File: src/rtl/muldiv_issue_arbiter.sv
// rtl/muldiv_issue_arbiter.sv - round-robin issue arbiter and result router for the shared mult/div unit
//
// Purpose: picks at most one of NR_REQ issue requesters per cycle for the shared
// multiply/divide unit, gates divides on divider occupancy, records which
// requester owns each transaction id and routes each result back to it.
//
// Ports:
//   clk_i, rst_ni           clock, synchronous active-low reset
//   flush_i                 pipeline flush: no grant, drops all in-flight ownership
//   req_valid_i/is_div_i    per-requester request and operation family
//   req_trans_id_i          packed per-requester trans ids
//   req_ready_o             one-hot accept to the winning requester
//   fu_valid_o/sel_o/trans_id_o  issue to the unit (operand mux select = winner)
//   fu_ready_i              divider can take a new op (multiplies ignore it)
//   res_valid_i/trans_id_i  result from the unit
//   resp_valid_o            one-hot return strobe to the owning requester
//   resp_trans_id_o         passthrough of res_trans_id_i
//   busy_o                  any transaction in flight
//   spurious_o              result for a trans id that is not in flight
//   div_stall_cnt_o, tid_stall_cnt_o  stall counters, only with MULDIV_ARB_PERF_EN
//
// Optional build macro: MULDIV_ARB_PERF_EN adds the saturating stall counters.

module muldiv_issue_arbiter #(
    parameter int NR_REQ        = 2,
    parameter int TRANS_ID_BITS = 3,
    parameter int SEL_W         = $clog2(NR_REQ)
) (
    input  logic                              clk_i,
    input  logic                              rst_ni,
    input  logic                              flush_i,
    input  logic [NR_REQ-1:0]                 req_valid_i,
    input  logic [NR_REQ-1:0]                 req_is_div_i,
    input  logic [NR_REQ*TRANS_ID_BITS-1:0]   req_trans_id_i,
    output logic [NR_REQ-1:0]                 req_ready_o,
    output logic                              fu_valid_o,
    output logic [SEL_W-1:0]                  fu_sel_o,
    output logic [TRANS_ID_BITS-1:0]          fu_trans_id_o,
    input  logic                              fu_ready_i,
    input  logic                              res_valid_i,
    input  logic [TRANS_ID_BITS-1:0]          res_trans_id_i,
    output logic [NR_REQ-1:0]                 resp_valid_o,
    output logic [TRANS_ID_BITS-1:0]          resp_trans_id_o,
    output logic                              busy_o,
    output logic                              spurious_o
`ifdef MULDIV_ARB_PERF_EN
    ,
    output logic [31:0]                       div_stall_cnt_o,
    output logic [31:0]                       tid_stall_cnt_o
`endif
);

    localparam int NR_TID = 2 ** TRANS_ID_BITS;

    logic [SEL_W-1:0]         rr_q;
    logic [NR_TID-1:0]        inflight_q;
    logic [SEL_W-1:0]         owner_q [NR_TID];
    logic                     div_busy_q;
    logic [TRANS_ID_BITS-1:0] div_tid_q;

    logic [TRANS_ID_BITS-1:0] req_tid [NR_REQ];
    logic [NR_REQ-1:0]        tid_free;
    logic [NR_REQ-1:0]        div_ok;
    logic [NR_REQ-1:0]        eligible;
    logic                     grant;
    logic [SEL_W-1:0]         win;
    logic [SEL_W-1:0]         rr_nxt;
    logic                     res_hit;

    for (genvar r = 0; r < NR_REQ; r++) begin : g_tid
        assign req_tid[r] = req_trans_id_i[r*TRANS_ID_BITS +: TRANS_ID_BITS];
    end

    // Eligibility uses the pre-retire inflight_q, so a tid retiring this cycle
    // can only be re-issued next cycle. Since only the first eligible index is
    // granted, a later index can never take the same tid in the same cycle.
    always_comb begin
        tid_free = '0;
        div_ok   = '0;
        eligible = '0;
        for (int r = 0; r < NR_REQ; r++) begin
            tid_free[r] = ~inflight_q[req_tid[r]];
            div_ok[r]   = ~req_is_div_i[r] | (fu_ready_i & ~div_busy_q);
            eligible[r] = req_valid_i[r] & ~flush_i & tid_free[r] & div_ok[r];
        end
    end

    always_comb begin
        grant = 1'b0;
        win   = '0;
        for (int k = 0; k < NR_REQ; k++) begin
            if (!grant && eligible[(int'(rr_q) + k) % NR_REQ]) begin
                grant = 1'b1;
                win   = SEL_W'((int'(rr_q) + k) % NR_REQ);
            end
        end
        rr_nxt = (win == SEL_W'(NR_REQ - 1)) ? '0 : win + 1'b1;
    end

    always_comb begin
        req_ready_o  = '0;
        resp_valid_o = '0;
        res_hit      = res_valid_i & inflight_q[res_trans_id_i];
        for (int r = 0; r < NR_REQ; r++) begin
            req_ready_o[r]  = grant & (win == SEL_W'(r));
            resp_valid_o[r] = res_hit & (owner_q[res_trans_id_i] == SEL_W'(r));
        end
    end

    assign fu_valid_o      = grant;
    assign fu_sel_o        = grant ? win : '0;
    assign fu_trans_id_o   = grant ? req_tid[win] : '0;
    assign resp_trans_id_o = res_trans_id_i;
    assign busy_o          = |inflight_q;
    assign spurious_o      = res_valid_i & ~inflight_q[res_trans_id_i];

    always_ff @(posedge clk_i) begin
        if (!rst_ni) begin
            rr_q       <= '0;
            inflight_q <= '0;
            div_busy_q <= 1'b0;
            div_tid_q  <= '0;
            for (int t = 0; t < NR_TID; t++) begin
                owner_q[t] <= '0;
            end
        end else if (flush_i) begin
            inflight_q <= '0;
            div_busy_q <= 1'b0;
        end else begin
            if (res_hit) begin
                inflight_q[res_trans_id_i] <= 1'b0;
                if (div_busy_q && res_trans_id_i == div_tid_q) begin
                    div_busy_q <= 1'b0;
                end
            end
            // A granted tid was not in flight, so it never collides with the
            // retire above; a div grant needs ~div_busy_q, so it never
            // collides with the divider release either.
            if (grant) begin
                rr_q                        <= rr_nxt;
                inflight_q[fu_trans_id_o]   <= 1'b1;
                owner_q[fu_trans_id_o]      <= win;
                if (req_is_div_i[win]) begin
                    div_busy_q <= 1'b1;
                    div_tid_q  <= fu_trans_id_o;
                end
            end
        end
    end

`ifdef MULDIV_ARB_PERF_EN
    logic div_stall;
    logic tid_stall;

    always_comb begin
        div_stall = 1'b0;
        tid_stall = 1'b0;
        for (int r = 0; r < NR_REQ; r++) begin
            if (req_valid_i[r] && !flush_i) begin
                if (req_is_div_i[r] && tid_free[r] && !div_ok[r]) div_stall = 1'b1;
                if (!tid_free[r] && div_ok[r])                      tid_stall = 1'b1;
            end
        end
    end

    always_ff @(posedge clk_i) begin
        if (!rst_ni) begin
            div_stall_cnt_o <= '0;
            tid_stall_cnt_o <= '0;
        end else begin
            if (div_stall && div_stall_cnt_o != '1) div_stall_cnt_o <= div_stall_cnt_o + 32'd1;
            if (tid_stall && tid_stall_cnt_o != '1) tid_stall_cnt_o <= tid_stall_cnt_o + 32'd1;
        end
    end
`endif

endmodule
File: config.mk
export PLATFORM = sky130hd
export DESIGN_NAME = muldiv_issue_arbiter
export DESIGN_NICKNAME = d
export VERILOG_FILES = /design/src/rtl/muldiv_issue_arbiter.sv
export SDC_FILE = /design/constraint.sdc
export NUM_CORES = 1
export LEC_CHECK = 0
export CORE_ASPECT_RATIO = 1.1
export CORE_UTILIZATION = 54
export DETAILED_ROUTE_END_ITERATION = 10
export GPL_ROUTABILITY_DRIVEN = 0
export PLACE_DENSITY = 0.93
export SYNTH_ARGS = -nofsm -noshare
export SYNTH_HDL_FRONTEND = slang
export SYNTH_SLANG_ARGS = --single-unit
File: constraint.sdc
create_clock -name clk_i -period 3.8 [get_ports clk_i]
set_input_delay 0.57 -clock clk_i [delete_from_list [all_inputs] [get_ports clk_i]]
set_output_delay 0.57 -clock clk_i [all_outputs]
set_load 0.02 [all_outputs]
==> summary.md <==
| Metric | Value |
|---|---|
| Post-layout nets | `209` |
| Vias in the first global route | `1,342` |
| Final design utilization | `73.6%` |
| Max transition margin | `64.1%` |
| Number of design rule violations left after detail routing | `0` |
| Number of top-level pins | `32` |
| Pin count of the biggest net entering global routing | `15` |
| Routed len/inst | `18.4 um` |
| Largest vdd supply drop | `271 uV` |
| Worst EP required | `3.23 ns` |
| Max Fclk | `270 MHz` |
| Die Height | `55.8 um` |
| Average vias per placed instance | `6.32` |
| Leakage | `0.000788 uW` |
| Vias post-DR | `1,396` |
| Core Region | `2500 um^2` |
| Worst setup SP type | `input port` |
| Sort of element at the end of the critical path | `primary output` |
| Main area contributors after synthesis | `dfxtp_1 (30%), mux2i_1 (11%), mux4_2 (6.3%)` |
| Flops & latches, synth | `21` |
| Total global routing overflow | `0` |
| Area fraction of the dominant cell type after synthesis | `29.6%` |
| Final-report setup violation count | `0` |
| Initial antenna violation count | `0` |
| Setup Crit Path Kind | `input port to primary output` |
| Bufs on Longest Clock Path | `2` |
| Power per Cell Area | `254 nW/um^2` |
| Wire length of the first global-routing pass | `6.49 mm` |
| Async set-reset flop share out of synthesis | `0%` |
| Number of instances in the synthesized netlist | `154` |
| Synth Flop Type | `dfxtp_1` |
| First-pass DRT Iterations | `4` |
| Register-to-Register Setup Slack | `1.02 ns` |
| Unrepaired setup endpoints after global routing | `false` |
| Number of distinct library cell variants in the gate-level netlist after synthesis | `47` |
| Die Area | `2840 um^2` |
| Fin Clk Skew | `0.00772 ns` |
| Effective utilization at floorplan | `56.9%` |
| Number of buffers inserted during clock tree synthesis | `3` |
| Port bufs | `31` |
| Time the worst path needs with I/O delays and setup | `3.71 ns` |
| Synth top cells by count | `dfxtp_1 (21), nand2_1 (20), mux2i_1 (15)` |
| TritonCTS clock tree | `done` |
| Global-route usage over all layers | `30.6%` |
| Antenna Violating Nets Remaining | `0` |
| Filler Cell Count | `184` |
| Highest fanout seen on the critical path | `5` |
| Number of enable-type register cells in the synthesized netlist | `0` |
| Netlist area before placement | `1420 um^2` |
| Root buffer selected by CTS | `clkbuf_4` |
| TritonCTS sink count | `21` |
| Area overhead of the layout relative to synthesis | `29.3%` |
| Overall die width | `50.9 um` |
| Mean area per synthesized cell | `9.23 um^2` |
| Worst-Skew Late Latency | `0.31 ns` |
| Floorplan row count | `19` |
| Worst Tran Pin Value | `0.539 ns` |
| Final period utilization | `97.5%` |
| Final Instance Area | `1840 um^2` |
| Count of maximum capacitance violations | `0` |
| DP HPWL | `2.98 mm` |
| Max-slew violations | `0` |
| Hold buffer count at cts | `0` |
| Maximum level of the CTS H-tree | `1` |
| Ratio of cells with drive above 1 in the final layout | `20.0%` |
| Data arrival time of the worst path | `3.14 ns` |
| Sequential standard cell area | `420 um^2` |
| Post-Route WL | `4.07 mm` |
| Count of yosys warnings during synthesis | `0` |
| Iteration-0 DRC Markers | `52` |
| Sequential fraction of the synthesis area | `29.6%` |
| Antenna diodes | `0` |
| Worst min-delay path category | `register to register` |
| Most frequent cell after synthesis | `dfxtp_1` |
| Outcome | `completed` |
| Syn nets | `172` |
| Post-CTS clock slew at the launch and capture registers of the worst setup and hold paths | `0.13 ns` |
| Yosys top cell by area | `dfxtp_1` |
| Placed Area | `1780 um^2` |
| Multi-input gate area in the final layout | `912 um^2` |
| Final count of hold timing violations | `0` |
layout by cell type (no fill, tap or decap), types with 3 or more instances in the layout:
cell type / instances
dlymetal6s2s_1: 3
nor2b_1: 6
mux4_2: 4
buf_4: 13
mux2_2: 4
dfxtp_1: 21
a31o_1: 3
inv_1: 4
xor2_1: 3
a21oi_1: 4
o21ai_0: 3
clkbuf_4: 3
nor3_2: 3
mux2i_1: 15
nand2_1: 20
nand2b_1: 5
dlygate4sd2_1: 3
nand3_1: 7
clkdlybuf4s50_1: 25
nor2_1: 7
per-stage QoR:
step / power, uW / setup TNS (ns) / instances / setup WS [ns] / hold WS (ns)
finish: 467 / 0 / 221 / 0.0944 / 0.478
global route: 482 / 0 / 221 / 0.0437 / 0.515
CTS: 465 / 0 / 221 / 0.0674 / 0.483
detailed placement: 352 / -0.360 / 215 / -0.113 / 0.464
global placement: 349 / -0.216 / 215 / -0.0823 / 0.450
floorplan: 297 / 0 / 154 / 0.819 / 0.435
power by group:
part           internal [uW]  switching (uW)  leakage, uW
registers                224            3.39     0.000170
clock network           40.1            75.3    0.0000139
logic                   59.6            65.0     0.000605
timing repair:
action | CTS | global route
buffers inserted | 2 | 0
endpoints found under the setup margin | 4 | 3
pin swaps | 1 | 0
endpoints found under the hold margin | 0 | 0
gates resized for setup | 4 | 3
flip-flops by register name (all words and copies together), names as in the netlist:
name / count
inflight_q: 8
owner_q: 8
div_tid_q: 3
div_busy_q: 1
rr_q: 1
metal layers:
metal / wire, um / global-route usage (%) / share of wire [%] / vias to the layer above
li1: - / - / - / 626
met1: 1570 / 36.1 / 39 / 672
met2: 2080 / 53.9 / 51 / 82
met3: 293 / 4.92 / 7.2 / 16
met4: 122 / 11.5 / 3.0 / 0
met5: 0 / 0 / 0 / -
path summary, 6_finish.rpt:
kind                                                from            endpoint  depth (start not counted)
worst max-delay path                   req_trans_id_i[2]    fu_trans_id_o[2]                          7
worst min-delay path                  owner_q[4]$_DFF_P_  owner_q[4]$_DFF_P_                          2
worst max register to register  inflight_q[7]$_SDFF_PP0_  owner_q[6]$_DFF_P_                          9
worst min register to register        owner_q[4]$_DFF_P_  owner_q[4]$_DFF_P_                          2
final cells by class:
type	count	area share, %
Multi-Input combinational cell	115	49.6
Sequential cell	21	22.9
Timing Repair Buffer	44	22.4
Tap cell	31	2.11
Inverter	6	1.36
Clock buffer	3	1.23
Clock inverter	1	0.408
kinds of logic after synthesis:
logic type	count (synthesis)	synth area share (%)
and+or+nand+nor	60	22.3
DFF	21	29.6
buffers and inverters	18	6.60
AOI/OAI and AO/OA	27	18.0
xor gates and xnor gates	3	1.85
muxes	25	21.7
worst max-delay path: stages:
cell and delay (ns):
clkdlybuf4s50_1 0.58, mux2_2 0.37, mux4_2 0.50, or3_4 0.45
a32oi_4 0.31, inv_4 0.04, dlygate4sd2_1 0.32
Power figures use the tool's default switching activity.
